==> src/rtl/mau_pkg.sv <==
// mau_pkg: shared state/channel types and byte-swap helper for the memory access unit
package mau_pkg;
  typedef enum logic [1:0] {IDLE, BUS, RESP} state_t;
  typedef enum logic {CH_IF, CH_LS} channel_t;
  function automatic logic [63:0] byte_swap(input logic [63:0] d, input int nb);
    logic [63:0] r;
    r = '0;
    for (int i = 0; i < 8; i++)
      if (i < nb) r[8*i +: 8] = d[8*(nb-1-i) +: 8];
    return r;
  endfunction
endpackage

==> src/rtl/mau_if.sv <==
// mau_if: memory/bus fabric signals between the access unit (master) and memory (slave)
interface mau_if #(
  parameter int DATA_W = 32,
  parameter int ADDR_W = 32
);
  localparam int NB = DATA_W / 8;
  logic [ADDR_W-1:0] address;
  logic [DATA_W-1:0] data_out;
  logic [DATA_W-1:0] data_in;
  logic [NB-1:0] byte_en;
  logic memory_read;
  logic memory_write;
  logic mem_ready;
  logic bus_error;
  modport master (
    output address, data_out, byte_en, memory_read, memory_write,
    input  data_in, mem_ready, bus_error
  );
  modport slave (
    input  address, data_out, byte_en, memory_read, memory_write,
    output data_in, mem_ready, bus_error
  );
endinterface

==> src/rtl/mau_lane_mux.sv <==
// mau_lane_mux: byte-lane enables, store replication, load lane extraction and endian swap
module mau_lane_mux
  import mau_pkg::*;
#(
  parameter int DATA_W = 32
) (
  input  logic [$clog2(DATA_W/8)-1:0] off,
  input  logic                        is_byte,
  input  logic                        swap,
  input  logic [DATA_W-1:0]           wdata,
  input  logic [DATA_W-1:0]           rdata,
  output logic [DATA_W/8-1:0]         byte_en,
  output logic [DATA_W-1:0]           bus_wdata,
  output logic [DATA_W-1:0]           load_data
);
  localparam int NB = DATA_W / 8;
  assign byte_en = is_byte ? NB'(1) << off : '1;
  // byte stores go out on every lane so the memory only needs byte_en to pick one
  assign bus_wdata = is_byte ? {NB{wdata[7:0]}}
                   : swap ? DATA_W'(byte_swap(64'(wdata), NB)) : wdata;
  assign load_data = is_byte ? DATA_W'(rdata[8*off +: 8])
                   : swap ? DATA_W'(byte_swap(64'(rdata), NB)) : rdata;
endmodule

==> src/rtl/mem_access_unit.sv <==
// mem_access_unit: round-robin fetch/load-store arbiter driving one bus transaction at a time
module mem_access_unit
  import mau_pkg::*;
#(
  parameter int DATA_W  = 32,
  parameter int ADDR_W  = 32,
  parameter int TIMEOUT = 255
) (
  input  logic              clk,
  input  logic              n_reset,
  input  logic              little_endian_en,
  input  logic              if_req_valid,
  output logic              if_req_ready,
  input  logic [ADDR_W-1:0] if_addr,
  output logic              if_rsp_valid,
  output logic [DATA_W-1:0] if_rsp_data,
  output logic              if_rsp_err,
  input  logic              ls_req_valid,
  output logic              ls_req_ready,
  input  logic [ADDR_W-1:0] ls_addr,
  input  logic              ls_write,
  input  logic              ls_byte,
  input  logic [DATA_W-1:0] ls_wdata,
  output logic              ls_rsp_valid,
  output logic [DATA_W-1:0] ls_rsp_data,
  output logic              ls_rsp_err,
  mau_if.master             mem
);
  localparam int NB = DATA_W / 8;
  localparam int OB = $clog2(NB);
  localparam int CW = $clog2(TIMEOUT + 1) + 1;
  state_t st, nxt;
  channel_t ch, last_grant;
  logic [CW-1:0] cnt;
  logic [ADDR_W-1:0] addr_q, req_addr;
  logic [DATA_W-1:0] wdata_q, rdata_q, bus_wdata, load_data;
  logic [NB-1:0] lane_en;
  logic wr_q, byte_q, err_q, take_ls, accept, misalign, timed_out, in_bus, done;
  assign take_ls   = ls_req_valid && (!if_req_valid || last_grant == CH_IF);
  assign accept    = n_reset && st == IDLE && (ls_req_valid || if_req_valid);
  assign req_addr  = take_ls ? ls_addr : if_addr;
  assign misalign  = (!take_ls || !ls_byte) && req_addr[OB-1:0] != '0;
  assign timed_out = TIMEOUT != 0 && cnt == CW'(TIMEOUT - 1);
  assign in_bus    = st == BUS;
  assign done      = mem.mem_ready || timed_out;
  assign if_req_ready = accept && !take_ls;
  assign ls_req_ready = accept && take_ls;
  always_comb begin
    nxt = st;
    if (accept) nxt = misalign ? RESP : BUS;
    else if (in_bus && done) nxt = RESP;
    else if (st == RESP) nxt = IDLE;
  end
  always_ff @(posedge clk or negedge n_reset) begin
    if (!n_reset) begin
      st         <= IDLE;
      ch         <= CH_IF;
      last_grant <= CH_IF;
      cnt        <= '0;
      addr_q     <= '0;
      wdata_q    <= '0;
      rdata_q    <= '0;
      wr_q       <= 1'b0;
      byte_q     <= 1'b0;
      err_q      <= 1'b0;
    end else begin
      st <= nxt;
      if (accept) begin
        ch         <= take_ls ? CH_LS : CH_IF;
        last_grant <= take_ls ? CH_LS : CH_IF;
        addr_q     <= req_addr;
        wr_q       <= take_ls && ls_write;
        byte_q     <= take_ls && ls_byte;
        wdata_q    <= ls_wdata;
        rdata_q    <= '0;
        err_q      <= misalign;
      end
      if (in_bus) begin
        cnt <= done ? '0 : cnt + CW'(1);
        // ready wins over a timeout landing in the same cycle
        if (mem.mem_ready) begin
          rdata_q <= mem.data_in;
          err_q   <= mem.bus_error;
        end else if (timed_out) begin
          rdata_q <= '0;
          err_q   <= 1'b1;
        end
      end
    end
  end
  mau_lane_mux #(.DATA_W(DATA_W)) u_lane_mux (
    .off      (addr_q[OB-1:0]),
    .is_byte  (byte_q),
    .swap     (little_endian_en),
    .wdata    (wdata_q),
    .rdata    (rdata_q),
    .byte_en  (lane_en),
    .bus_wdata(bus_wdata),
    .load_data(load_data)
  );
  assign mem.address      = in_bus ? (byte_q ? addr_q : {addr_q[ADDR_W-1:OB], {OB{1'b0}}}) : '0;
  assign mem.byte_en      = in_bus ? lane_en : '0;
  assign mem.data_out     = in_bus && wr_q ? bus_wdata : '0;
  assign mem.memory_read  = in_bus && !wr_q;
  assign mem.memory_write = in_bus && wr_q;
  assign if_rsp_valid = st == RESP && ch == CH_IF;
  assign ls_rsp_valid = st == RESP && ch == CH_LS;
  assign if_rsp_err   = if_rsp_valid && err_q;
  assign ls_rsp_err   = ls_rsp_valid && err_q;
  assign if_rsp_data  = if_rsp_valid && !err_q ? load_data : '0;
  assign ls_rsp_data  = ls_rsp_valid && !err_q && !wr_q ? load_data : '0;
endmodule

==> src/flat_wrapper.sv <==
// flat-port wrapper written by rule: the top's interface ports become plain ports
module mem_access_unit_flat import mau_pkg::*;
#(
  parameter int DATA_W  = 32,
  parameter int ADDR_W  = 32,
  parameter int TIMEOUT = 255
)
  (clk, n_reset, little_endian_en, if_req_valid, if_req_ready, if_addr, if_rsp_valid, if_rsp_data, if_rsp_err, ls_req_valid, ls_req_ready, ls_addr, ls_write, ls_byte, ls_wdata, ls_rsp_valid, ls_rsp_data, ls_rsp_err, mem_address, mem_data_out, mem_byte_en, mem_memory_read, mem_memory_write, mem_data_in, mem_mem_ready, mem_bus_error);
  mau_if #(.DATA_W(DATA_W), .ADDR_W(ADDR_W)) mem_i ();
  input  logic clk;
  input  logic n_reset;
  input  logic little_endian_en;
  input  logic if_req_valid;
  output logic if_req_ready;
  input  logic [ADDR_W-1:0] if_addr;
  output logic if_rsp_valid;
  output logic [DATA_W-1:0] if_rsp_data;
  output logic if_rsp_err;
  input  logic ls_req_valid;
  output logic ls_req_ready;
  input  logic [ADDR_W-1:0] ls_addr;
  input  logic ls_write;
  input  logic ls_byte;
  input  logic [DATA_W-1:0] ls_wdata;
  output logic ls_rsp_valid;
  output logic [DATA_W-1:0] ls_rsp_data;
  output logic ls_rsp_err;
  output wire logic [$bits(mem_i.address)-1:0] mem_address;
  output wire logic [$bits(mem_i.data_out)-1:0] mem_data_out;
  output wire logic [$bits(mem_i.byte_en)-1:0] mem_byte_en;
  output wire logic [$bits(mem_i.memory_read)-1:0] mem_memory_read;
  output wire logic [$bits(mem_i.memory_write)-1:0] mem_memory_write;
  input wire logic [$bits(mem_i.data_in)-1:0] mem_data_in;
  input wire logic [$bits(mem_i.mem_ready)-1:0] mem_mem_ready;
  input wire logic [$bits(mem_i.bus_error)-1:0] mem_bus_error;
  assign mem_address = mem_i.address;
  assign mem_data_out = mem_i.data_out;
  assign mem_byte_en = mem_i.byte_en;
  assign mem_memory_read = mem_i.memory_read;
  assign mem_memory_write = mem_i.memory_write;
  assign mem_i.data_in = mem_data_in;
  assign mem_i.mem_ready = mem_mem_ready;
  assign mem_i.bus_error = mem_bus_error;
  mem_access_unit #(.DATA_W(DATA_W), .ADDR_W(ADDR_W), .TIMEOUT(TIMEOUT)) u_core (.clk(clk), .n_reset(n_reset), .little_endian_en(little_endian_en), .if_req_valid(if_req_valid), .if_req_ready(if_req_ready), .if_addr(if_addr), .if_rsp_valid(if_rsp_valid), .if_rsp_data(if_rsp_data), .if_rsp_err(if_rsp_err), .ls_req_valid(ls_req_valid), .ls_req_ready(ls_req_ready), .ls_addr(ls_addr), .ls_write(ls_write), .ls_byte(ls_byte), .ls_wdata(ls_wdata), .ls_rsp_valid(ls_rsp_valid), .ls_rsp_data(ls_rsp_data), .ls_rsp_err(ls_rsp_err), .mem(mem_i));
endmodule
==> config.mk <==
export PLATFORM = sky130hd
export DESIGN_NAME = mem_access_unit_flat
export DESIGN_NICKNAME = d
export VERILOG_FILES = /design/src/rtl/mau_pkg.sv /design/src/rtl/mau_if.sv /design/src/rtl/mau_lane_mux.sv /design/src/rtl/mem_access_unit.sv /design/src/flat_wrapper.sv
export SDC_FILE = /design/constraint.sdc
export NUM_CORES = 1
export LEC_CHECK = 0
export CELL_PAD_IN_SITES_DETAIL_PLACEMENT = 0
export CELL_PAD_IN_SITES_GLOBAL_PLACEMENT = 1
export CORE_UTILIZATION = 31
export CTS_CLUSTER_SIZE = 28
export DETAILED_ROUTE_END_ITERATION = 10
export PLACE_DENSITY_LB_ADDON = 0.1
export SLEW_MARGIN = 20
export SYNTH_ARGS = -nofsm -noshare
export SYNTH_HDL_FRONTEND = slang
export SYNTH_SLANG_ARGS = --single-unit
==> constraint.sdc <==
create_clock -name clk -period 2.9 [get_ports clk]
set_input_delay 0.29 -clock clk [delete_from_list [all_inputs] [get_ports clk]]
set_output_delay 0.29 -clock clk [all_outputs]
set_load 0.05 [all_outputs]
==> results of run 1 <==
sequential cells by signal (all words and copies together) (netlist names):
name            flops
u_core.addr_q      32
u_core.byte_q       1
u_core.ch           1
u_core.cnt          9
u_core.err_q        1
u_core.rdata_q     32
u_core.st           2
u_core.wdata_q     32
u_core.wr_q         1
area by class of cell:
class | instances | area share [%]
clock buffer | 12 | 2.43
clock inverter | 4 | 0.734
inverter | 12 | 0.426
multi-input combinational | 531 | 32.2
sequential | 111 | 26.3
tap | 270 | 3.20
timing repair buffer | 291 | 34.7
final timing paths:
path / slack [ns] / to / start / cells after the start
min in group clk: 0.44 / u_core.byte_q / n_reset / 4
worst max-delay path: 0.21 / mem_byte_en[0] / u_core.st[1] / 3
worst max register to register: 0.95 / u_core.rdata_q[21] / u_core.cnt[0] / 7
worst min-delay path: 0.07 / u_core.wdata_q[4] / n_reset / 2
max in group asynchronous: 1.47 / u_core.byte_q / n_reset / 3
worst min register to register: 0.47 / u_core.addr_q[5] / u_core.addr_q[5] / 2
cell usage in the layout (no fill, tap or decap), types with 2 or more instances in the layout:
cell type,instances
a21oi_1,29
a22o_1,32
and2_1,34
and3_1,3
buf_12,84
buf_4,31
bufinv_16,2
clkbuf_16,9
clkbuf_8,2
clkdlybuf4s50_1,175
clkinv_4,2
dfrtp_1,110
ha_1,2
inv_1,12
mux2_2,17
mux2i_1,72
mux4_2,8
nand2_1,132
nand2b_1,7
nand3_1,4
nand4_1,3
nor2_1,44
nor3_1,48
o21a_1,17
o21ai_0,54
xor2_1,4
through the flow:
| step | std cells | hold slack, ns |
|---|---|---|
| 6_report | 1231 | 0.0662 |
| 5_1_grt | 1231 | 0.125 |
| 4_1_cts | 1231 | 0.0925 |
| 3_5_place_dp | 1215 | 0.462 |
| 3_3_place_gp | 1215 | 0.455 |
| 2_1_floorplan | 716 | -0.00559 |
worst max-delay path, cell delays in order (launching register included):
cell and delay [ns]:
dfrtp_1 0.45, nand2b_1 0.40, nor2_1 0.33, clkdlybuf4s50_1 0.87
logic make-up (layout without fill, tap and decap cells):
| kind of cell | count (synthesis) | after routing |
|---|---|---|
| XOR/XNOR | 4 | 4 |
| adder cells (fa/ha/maj) | 2 | 2 |
| AO/OA/AOI/OAI | 144 | 144 |
| flip-flops | 111 | 111 |
| AND/OR/NAND/NOR | 284 | 284 |
| buffers and inverters | 74 | 319 |
| multiplexers | 97 | 97 |
metal layers:
metal / global-route usage (%) / part of all wire, % / up-vias
met1: 27.5 / 44 / 2931
li1: - / - / 2954
met4: 6.19 / 1.6 / 0
met5: 0 / 0 / -
met3: 5.12 / 6.5 / 21
met2: 34.0 / 48 / 209
where the power goes:
group          leakage [nW]  internal (mW)  switching [mW]
clock network         0.163          0.809           0.584
logic                  3.03           1.61            2.19
registers              1.42           2.24           0.807
repair_timing:
action / CTS / global route
hold buffers: 0 / 0
setup endpoints to repair: 0 / 2
gates resized for setup: 0 / 1
==> reports/qor.yml, run 1 <==
grt:
  first_global_vias: 6156
  grt_pass1_wl_um: 35000
  grt_usage_pct: 20.9
  grt_max_degree: 65
  grt-ovfl-total: 0
  antenna_found_initial: 0
synthesis:
  synth_top_family_by_area: "simple AND/OR/NAND/NOR gates"
  synth-seq-cells: 111
  synth-edff-count: 0
  syn_avg_cell_area_um2: 9.10
  synthArstFlopShare_pct: 100
  dominantRegCellSynth: "dfrtp_1"
  synth_top_area_share_pct: 42.6
  synth_cell_type_count: 45
  netlist_top_cells_count: "nand2_1 (132), dfrtp_1 (111), mux2i_1 (72), o21ai_0 (54), nor3_1 (48)"
  yosysTopAreaCell: "dfrtp_1"
  synth.area.mux_share_pct: 16.8
  synthAdderAreaFrac_pct: 0.384
  seq_area_frac_synth_pct: 42.6
  synthSimpleGateAreaFrac_pct: 19.8
  syn_nets: 855
  yosys_warnings: 0
  syn_inst: 716
  synth_xor_area_share_pct: 0.538
  synth_area_um2: 6520
  synth_most_common_cell: "nand2_1"
  netlist_top_cells_area: "dfrtp_1 (43%), mux2i_1 (11%), nand2_1 (7.6%)"
  synth_compound_area_share_pct: 14.4
sta:
  final-setup-viol-count: 0
  slew_headroom_pct: 43.3
  min_period_ns: 2.69
  clock_skew_ns: 0.00561
  hold_violations: 0
  worst_slack_ns: 0.209
  fmax_ghz: 0.372
  drv_slew: 0
  worst_pin_slew_ns: 0.851
  rsz0062_at_grt: "no"
  fin_tns_setup_ns: 0
  finalCritPeriodShare_pct: 92.8
worst_setup_path:
  required_ns: 2.61
  worstSetupPathType: "flop to primary output"
  worstSetupEndpointType: "primary output"
  cp_max_fo: 12
  critPathArrivalTime_ns: 2.40
  critPathLaunchType: "flop"
detailed_routing:
  via_per_inst: 4.97
  detail-route-antenna-nets: 0
  route.vias.total: 6115
  drt_iter0_drc: 223
  finalWirelength_um: 22200
  firstDrtPassIters: 4
  drc: 0
  drt-wirelength-per-cell_um: 18.0
floorplan:
  std_cell_rows: 52
  die_x_um: 147
  io_pins: 277
  dieArea_um2: 21600
  initial_core_util_pct: 31.9
  die_h_um: 147
  coreArea_um2: 20400
clocking:
  insertion_delay_ns: 0.35
  clock_path_buffers: 2
  clkTransAtPathRegs_ns: 0.07
  cts_tree: "built"
  cts.sinks: 111
  cts-root-buf: "clkbuf_16"
  htreeDepth: 3
  cts_setup_buffers: 0
  numCtsBuffers: 9
placed_design:
  placed_area_um2: 10200
  portBuffers: 276
  dpl.hpwl_um: 16300
  pre_cts_ws_ns: 0.568
  globalplace.congestion: 0.797
finish:
  area_delta_synth_final_pct: 62.2
  design_area_um2: 10600
  antennaDiodeCount: 0
  multiInputGateArea_um2: 3400
  nets: 1095
  layout-drive-gt1-share_pct: 17.2
  n_fill_cell: 1876
  ff_latch_area_um2: 2780
  post-route-util_pct: 51.7
run_status:
  status: "finished, final reports clean"
pwr:
  p_leak_nw: 4.61
  power_density_nw_per_um2: 779
  total_power_mw: 8.24
  peakVddDrop_uv: 322
min_path:
  hold_class: "primary input to asynchronous set/reset pin"
run:
  maxCapViolations: 0
No activity file was read; power rests on OpenSTA's default activity.
==> run 2, diff against run 1 <==
--- a/constraint.sdc
+++ b/constraint.sdc
@@ -3,2 +3,2 @@
 set_output_delay 0.29 -clock clk [all_outputs]
-set_load 0.05 [all_outputs]
+set_load 0.01 [all_outputs]
==> run 2 against run 1 <==
Cell count is essentially flat. Sequential cell count is the same. Fmax shrank 2.5%.
==> reports/qor.yml, run 2 (synthesis gave the netlist of run 1 again) <==
grt:
  grt_pass1_wl_um: 33700  # -3.8%
  antenna_found_initial: 0  # unchanged
  first_global_vias: 5940  # -3.5%
  grt_usage_pct: 20.1  # -0.85 points
  grt-ovfl-total: 0  # unchanged
  grt_max_degree: 93  # +43%
finish:
  nets: 1094  # -0.091%
  antennaDiodeCount: 0  # unchanged
  fin_cells: 1230  # -0.081%
  layout-drive-gt1-share_pct: 6.88  # -10 points
  post-route-util_pct: 48.0  # -3.7 points
  layout_commonest_cell: "clkdlybuf4s50_1"
  ff_latch_area_um2: 2780  # about the same
  n_fill_cell: 1952  # +4.1%
  area_delta_synth_final_pct: 50.6
  multiInputGateArea_um2: 3400  # -0.15%
  layout_common_cells: "clkdlybuf4s50_1 (274), nand2_1 (132), dfrtp_1 (109), mux2i_1 (72), o21ai_0 (54)"
  design_area_um2: 9810  # -7.2%
  reg.largest.list: "u_core.addr_q x32, u_core.rdata_q x32, u_core.wdata_q x32"
worst_setup_path:
  rrSetupSlack_ns: 0.92  # -0.03 ns
  worstSetupPathType: "flop to primary output"
  critPathArrivalTime_ns: 2.47  # +0.07 ns
  cp_max_fo: 14  # +2
  worstSetupEndpointType: "primary output"
  path_cells: "mux4_2 -> a21oi_1 -> nor2_1 -> clkdlybuf4s50_1"
  crit_cells: 4  # +1
  critPathLaunchType: "flop"
  reg2reg_depth: 7  # unchanged
  critPathMaxStageDelay_ns: 0.74  # -0.13 ns
  critPathBufInv: 1  # unchanged
  crit_path_top_delay_cell: "dfrtp_1"
  crit_family: "flip-flops"
  required_ns: 2.61  # about the same
detailed_routing:
  drt-wirelength-per-cell_um: 17.4  # -3.5%
  drt_iter0_drc: 172  # -23%
  firstDrtPassIters: 4  # unchanged
  via_per_inst: 4.88  # -1.7%
  detail-route-antenna-nets: 0  # unchanged
  route.vias.total: 6008  # -1.7%
  finalWirelength_um: 21400  # -3.6%
  drc: 0  # unchanged
sta:
  drv_slew: 0  # unchanged
  slew_headroom_pct: 42.0  # -1.3 points
  min_period_ns: 2.76  # +0.0696 ns
  rsz0062_at_grt: "no"
  finalCritPeriodShare_pct: 95.2  # +2.4 points
  worst_pin_slew_ns: 0.870  # +0.0188 ns
  fmax_ghz: 0.362  # -2.5%
  clock_skew_ns: 0.00886  # +0.00324 ns
  fin_tns_setup_ns: 0  # unchanged
  hold_violations: 0  # unchanged
  final-setup-viol-count: 0  # unchanged
  worst_slack_ns: 0.140  # -0.0696 ns
pwr:
  peakVddDrop_uv: 350  # +8.7%
  comb_power_share_pct: 41.1  # -4.9 points
  p_leak_nw: 4.18  # -9.3%
  swShare_pct: 39.4  # -4.0 points
  clock_power_share_pct: 19.1  # +2.2 points
  netSwitchingPower_mw: 2.94  # -18%
  p_seq_share_pct: 39.8  # +2.8 points
  power_density_nw_per_um2: 759  # -2.5%
  internal_power_mw: 4.52  # -3.1%
floorplan:
  dieArea_um2: 21600  # unchanged
  std_cell_rows: 52  # unchanged
  initial_core_util_pct: 31.9  # unchanged
  die_h_um: 147  # unchanged
  coreArea_um2: 20400  # unchanged
  io_pins: 277  # unchanged
  die_x_um: 147  # unchanged
clocking:
  insertion_delay_ns: 0.36  # about the same
  cts-root-buf: "clkbuf_16"
  clock_path_buffers: 2  # unchanged
  cts_setup_buffers: 0  # unchanged
  htreeDepth: 3  # unchanged
  clkTransAtPathRegs_ns: 0.08  # about the same
  numCtsBuffers: 9  # unchanged
  cts.sinks: 111  # unchanged
  cts_tree: "built"
run_status:
  status: "finished, final reports clean"
placed_design:
  dpl.cell_count: 1213  # -0.16%
  portBuffers: 276  # unchanged
  globalplace.congestion: 0.782  # -1.9%
  placed_area_um2: 9460  # -7.5%
  pre_cts_ws_ns: 0.427  # -0.141 ns
  dpl.hpwl_um: 15400  # -5.4%
run:
  maxCapViolations: 0  # unchanged
min_path:
  hold_class: "primary input to asynchronous set/reset pin"
[run 2: worst paths after layout]
path,end,from
max,ls_rsp_data[7],u_core.addr_q[0]
min,u_core.addr_q[21],n_reset
max reg2reg,u_core.rdata_q[31],u_core.cnt[0]
min reg2reg,u_core.addr_q[20],u_core.addr_q[20]
max in group asynchronous,u_core.byte_q,n_reset
min in group clk,u_core.wdata_q[21],ls_wdata[21]
[run 2: through the flow]
step,power (mW),hold slack (ns)
final,7.45,0.418
after global routing,8.01,0.445
after CTS,7.55,0.420
after detailed placement,6.09,0.259
after global placement,6.02,0.257
after floorplan,4.82,-0.00559
[run 2: per-layer routing]
layer	routed length, µm	track usage (%)	up-vias
met5	0	0	-
met4	446	6.19	0
met3	1630	5.09	22
met2	9850	31.9	224
met1	9480	26.8	2814
li1	-	-	2948
[run 2: cell type report]
cell class                      instances  share of cell area, %
Clock buffer                            9                   2.29
Multi-Input combinational cell        531                   34.6
Clock inverter                          7                   1.16
Inverter                               12                  0.459
Timing Repair Buffer                  290                   29.7
Sequential cell                       111                   28.4
Tap cell                              270                   3.44
[run 2: what timing repair did]
item | in CTS | in global routing
gates resized for setup | 0 | 1
hold buffers | 1 | 0
hold endpoints to repair | 24 | 0
setup endpoints to repair | 0 | 13
[run 2: power by group through the flow]
stage               sequential [mW]  combinational, mW  clock, mW
floorplan                      2.66               2.16          0
global placement               2.95               3.07          0
detailed placement             2.98               3.11          0
CTS                            2.96               3.12       1.47
global route                   3.08               3.41       1.52
finish                         2.97               3.07       1.42
[run 2: worst register-to-register path, stage by stage, from the launching register on]
cell and delay, ns:
dfrtp_1 0.47, inv_1 0.07, ha_1 0.19, nor2b_1 0.16, a41o_4 0.33, a21oi_2 0.14
buf_4 0.35, a22o_1 0.21
==> run 3, diff against run 2 <==
- REMOVE_ABC_BUFFERS: unset -> 1
==> run 3 against run 2 <==
Cell area is 0.22% lower. Sequential cell count stayed put. Register-to-register slack better by 0.03 ns. Highest routed layer unchanged. Largest power group unchanged. Clock power is 7% lower. Cell count is 0.24% higher. Largest cell class unchanged.
==> reports/qor.yml, run 3 (synthesis gave the netlist of run 1 again) <==
run_status:
  status: "finished, final reports clean"
worst_setup_path:
  worstSetupEndpointType: "primary output"
  crit_path_top_delay_cell: "dfrtp_4"
  required_ns: 2.61  # about the same
  critPathMaxStageDelay_ns: 0.60  # -0.14 ns
  worstSetupPathType: "flop to primary output"
  cp_max_fo: 21  # +7
  rrSetupSlack_ns: 0.95  # +0.03 ns
  critPathLaunchType: "flop"
  critPathArrivalTime_ns: 2.41  # -0.06 ns
  crit_family: "simple AND/OR/NAND/NOR gates"
  path_cells: "nor2_1 -> nand2_1 -> a21oi_1 -> clkdlybuf4s50_1"
  critPathBufInv: 1  # unchanged
detailed_routing:
  drt_iter0_drc: 232  # +35%
  finalWirelength_um: 20300  # -5.0%
  detail-route-antenna-nets: 0  # unchanged
  route.vias.total: 6119  # +1.8%
  drt-wirelength-per-cell_um: 16.5  # -5.3%
  via_per_inst: 4.96  # +1.6%
  firstDrtPassIters: 4  # unchanged
  drc: 0  # unchanged
clocking:
  clock_path_buffers: 2  # unchanged
  insertion_delay_ns: 0.35  # about the same
  cts.sinks: 111  # unchanged
  cts_setup_buffers: 0  # unchanged
  htreeDepth: 3  # unchanged
  numCtsBuffers: 9  # unchanged
  cts-root-buf: "clkbuf_16"
  cts_tree: "built"
  clkTransAtPathRegs_ns: 0.08  # about the same
pwr:
  p_leak_nw: 4.19  # about the same
  total_power_mw: 7.32  # -1.8%
  power_density_nw_per_um2: 748  # -1.6%
  peakVddDrop_uv: 318  # -9.2%
sta:
  clock_skew_ns: 0.00876  # -0.0000991 ns
  fmax_ghz: 0.370  # +2.1%
  min_period_ns: 2.70  # -0.0570 ns
  drv_slew: 0  # unchanged
  final-setup-viol-count: 0  # unchanged
  worst_pin_slew_ns: 0.881  # +0.0116 ns
  finalCritPeriodShare_pct: 93.2  # -2.0 points
  hold_violations: 0  # unchanged
  rsz0062_at_grt: "no"
  slew_headroom_pct: 41.2  # -0.77 points
grt:
  antenna_found_initial: 0  # unchanged
  grt_max_degree: 93  # unchanged
  first_global_vias: 6273  # +5.6%
  grt-ovfl-total: 0  # unchanged
  grt_usage_pct: 19.2  # -0.88 points
  grt_pass1_wl_um: 32600  # -3.1%
floorplan:
  dieArea_um2: 21600  # unchanged
  coreArea_um2: 20400  # unchanged
  io_pins: 277  # unchanged
  std_cell_rows: 52  # unchanged
  initial_core_util_pct: 31.9  # unchanged
  die_h_um: 147  # unchanged
  die_x_um: 147  # unchanged
placed_design:
  placed_area_um2: 9460  # about the same
  dpl.hpwl_um: 14700  # -4.7%
  globalplace.congestion: 0.793  # +1.4%
  portBuffers: 276  # unchanged
min_path:
  hold_class: "primary input to asynchronous set/reset pin"
finish:
  nets: 1097  # +0.27%
  reg.largest.list: "u_core.addr_q x32, u_core.rdata_q x32, u_core.wdata_q x32"
  design_area_um2: 9790  # -0.22%
  antennaDiodeCount: 0  # unchanged
  layout-drive-gt1-share_pct: 7.17  # +0.29 points
  layout_common_cells: "clkdlybuf4s50_1 (274), nand2_1 (132), dfrtp_1 (109), mux2i_1 (72), o21ai_0 (54)"
  layout_commonest_cell: "clkdlybuf4s50_1"
  area_delta_synth_final_pct: 50.3
run:
  maxCapViolations: 0  # unchanged
-- run 3: repair_timing --
action,CTS,global route
hold buffers,1,0
gates resized for setup,1,1
hold endpoints to repair,2,0
setup endpoints to repair,3,6
pin swaps,0,0
-- run 3: path summary, 6_finish.rpt --
kind,from,cells past startpoint,endpoint
max in group asynchronous,n_reset,4,u_core.byte_q
setup / recovery,u_core.byte_q,4,mem_data_out[28]
hold reg to reg,u_core.addr_q[12],2,u_core.addr_q[12]
min in group clk,ls_wdata[15],3,u_core.wdata_q[15]
setup reg to reg,u_core.st[0],5,u_core.rdata_q[3]
hold / removal,n_reset,2,u_core.err_q
-- run 3: layout make-up --
type / count / area (µm²)
Clock inverter: 5 / 62.6
Fill cell: 1965 / 10600
Sequential cell: 111 / 2780
Multi-Input combinational cell: 531 / 3400
Clock buffer: 11 / 253
Timing Repair Buffer: 293 / 2910
Inverter: 12 / 45.0
Tap cell: 270 / 338
-- run 3: routing by layer --
layer  track usage [%]  vias to the layer above  part of all wire [%]
li1                  -                     2960                     -
met1              23.3                     2921                    43
met2              32.9                      214                    48
met3              5.78                       24                   7.2
met4              5.10                        0                   2.1
met5                 0                        -                     0
-- run 3: power breakdown --
part / switching, mW / leakage (nW) / internal [mW]
clock: 0.593 / 0.154 / 0.726
combinational: 1.57 / 2.61 / 1.51
sequential: 0.684 / 1.42 / 2.25
-- run 3: per-stage QoR --
stage          setup TNS (ns)  hold slack, ns  utilization, %  setup WS (ns)  std cells
3_3_place_gp                0           0.105            46.3          0.377       1216
3_5_place_dp                0           0.102            46.3          0.378       1216
5_1_grt                     0           0.353            47.9         0.0194       1233
2_1_floorplan          -90.50        -0.00559               -          -2.13        654
4_1_cts                     0           0.354            47.9          0.136       1233
6_report                    0           0.348            47.9          0.197       1233
==> variant (flow settings as in run 2) <==
Reset style: synchronous (`n_reset`), changed in one clocked block.
--- a/src/rtl/mem_access_unit.sv
+++ b/src/rtl/mem_access_unit.sv
@@ -52,5 +52,5 @@
     else if (st == RESP) nxt = IDLE;
   end
-  always_ff @(posedge clk or negedge n_reset) begin
+  always_ff @(posedge clk) begin
     if (!n_reset) begin
       st         <= IDLE;
Behaviour: differs if n_reset is asserted again (counterexample within 4 cycles, from zero or initial values and one cycle with n_reset low); with n_reset held inactive, the same outputs for 10 cycles.
==> variant against run 2 <==
  * Sequential share of layout area decreased by 4.6 points
  * Sequential cell count stayed put
  * Global-route usage is 0.52 points higher
  * Cell area is 4.4% lower
  * Setup slack gained 0.057 ns
  * Die area decreased by 6.5%
  * Final cell count rose by 0.57%
  * Routed wire length shrank 2.6%
  * Hold slack gained 0.046 ns
  * Synthesized area down 6.6%
  * Largest cell class unchanged
Power is not compared: it rests on default switching activity, and its combinational part moved more than twofold at a synthesized area within 25%.
==> variant: results (changes against run 2) <==
| Metric | Value |
|---|---|
| Sequential share of the synthesized area | 36.5% (-6.1 points) |
| Count of cell types in the netlist | 43 (-4.4%) |
| Worst Reg2Reg Path Length in Cells | 6 (-1) |
| Pre-Repair DR Iteration Count | 4 (unchanged) |
| Drt wl/cell | 16.9 um (-3.2%) |
| Termination of the worst setup path | if_rsp_data[30] |
| Max H-tree Level | 3 (unchanged) |
| Met3 usage | 4.78% (-0.32 points) |
| Post-layout nets | 1112 (+1.6%) |
| Ranking of synthesized cells by area | dfxtp_1 (37%), mux2i_1 (11%), nor2_1 (5.5%) |
| Fin cells | 1237 (+0.57%) |
| HPWL Detailed | 15.1 mm (-2.0%) |
| Clock Skew | 0.00672 ns (-0.00214 ns) |
| Routability cong. | 0.770 (-1.6%) |
| Vias in the first global route | 5698 (-4.1%) |
| Predominant post-synthesis flop cell | dfxtp_1 |
| Worst hold path class | in2reg |
| Layout cells sized above 1 | 7.06% (+0.19 points) |
| Clk Latency, worst-skew pair | 0.36 ns (about the same) |
| Sequential cell area | 0.00223 mm2 (-20%) |
| CLK BUF | 10 (+1) |
| Total track usage | 20.6% (+0.52 points) |
| Non-Clock Buffer Count | 293 (+1.0%) |
| Worst Setup SP | u_core.st[1] |
| Reg2reg setup slack | 0.97 ns (+0.05 ns) |
| Status | complete, no violations |
| Synth async-reset ratio | 0% (-100 points) |
| Fraction of area in registers | 23.7% (-4.6 points) |
| Fillers | 1870 (-4.2%) |
| Multi-input logic area | 0.00354 mm2 (+4.3%) |
| DR vias | 6076 (+1.1%) |
| Antenna diodes | 0 (unchanged) |
| RR Startpoint | u_core.st[0] |
| Layout non-clock buf frac | 31.3% (+1.6 points) |
| Synthesized Nets | 880 (+2.9%) |
| Largest net degree at the start of global routing | 107 (+15%) |
| FF-to-FF End | u_core.rdata_q[22] |
| Met2 Track Usage GR | 32.0% (+0.094 points) |
| Slew headroom | 61.4% (+19 points) |
| Area of placed instances | 0.00907 mm2 (-4.2%) |
| Synth cell count leaders | dfxtp_1 (111), nor2_1 (89), nand2_1 (78) |
| Worst-path fanout max | 32 (+18) |
| Worst slack, placed | 0.479 ns (+0.0515 ns) |
| Met1 usage | 28.3% (+1.5 points) |
| Global-route wire length before repair | 32.1 mm (-4.6%) |
| Number of DRC markers in iteration 0 | 315 (+83%) |
| CP arrival | 2.41 ns (-0.06 ns) |
| Layout clock area frac | 3.24% (-0.21 points) |
| Regs by FF count | u_core.addr_q x32, u_core.rdata_q x32, u_core.wdata_q x32 |
| Post-layout min period | 2.70 ns (-0.0571 ns) |
| Multi-In Gates | 546 (+2.8%) |
[variant: logic make-up (layout without fill, tap and decap cells)]
kind of cell	Yosys count	after routing	synth area share, %
flip-flops	111	111	36.5
buffers and inverters	84	320	5.80
adder cells (fa/ha/maj)	2	2	0.411
AND/OR/NAND/NOR	299	299	22.8
multiplexers	88	88	16.4
AO/OA/AOI/OAI	151	151	17.1
XOR/XNOR	6	6	0.863
[variant: repair_timing]
| item | 4_1_cts | 5_1_grt |
|---|---|---|
| gates resized for setup | 0 | 1 |
| setup endpoints to repair | 0 | 8 |
| hold buffers | 0 | 0 |
[variant: worst min-delay path by stage]
stage          depth (start not counted)                 end  slack (ns)               start
5_1_grt                                3  u_core.wdata_q[29]        0.46        ls_wdata[29]
3_3_place_gp                           2  u_core.wdata_q[23]        0.45  u_core.wdata_q[23]
4_1_cts                                3  u_core.wdata_q[29]        0.45        ls_wdata[29]
6_report                               3  u_core.wdata_q[10]        0.46        ls_wdata[10]
2_1_floorplan                          2  u_core.wdata_q[10]        0.39        ls_wdata[10]
3_5_place_dp                           2  u_core.wdata_q[21]        0.46  u_core.wdata_q[21]
[variant: power by group through the flow]
stage          clock (mW)  combinational (mW)  sequential (mW)
4_1_cts              1.36               0.765             1.72
6_report             1.31               0.754             1.72
3_3_place_gp            0               0.760             1.75
3_5_place_dp            0               0.762             1.75
5_1_grt              1.41               0.833             1.74
2_1_floorplan           0               0.444             1.72
[variant: metal layers]
layer	up-vias	share of wire, %
met5	-	0
met4	0	1.4
met3	24	6.8
met2	178	45
met1	2798	46
li1	3076	-
[variant: worst max-delay path, stage by stage (launching register included)]
cell and delay, ns:
dfxtp_1 0.52, nor3b_1 0.36, nand2b_1 0.10, buf_4 0.25, nor3_1 0.24, clkdlybuf4s50_1 0.57
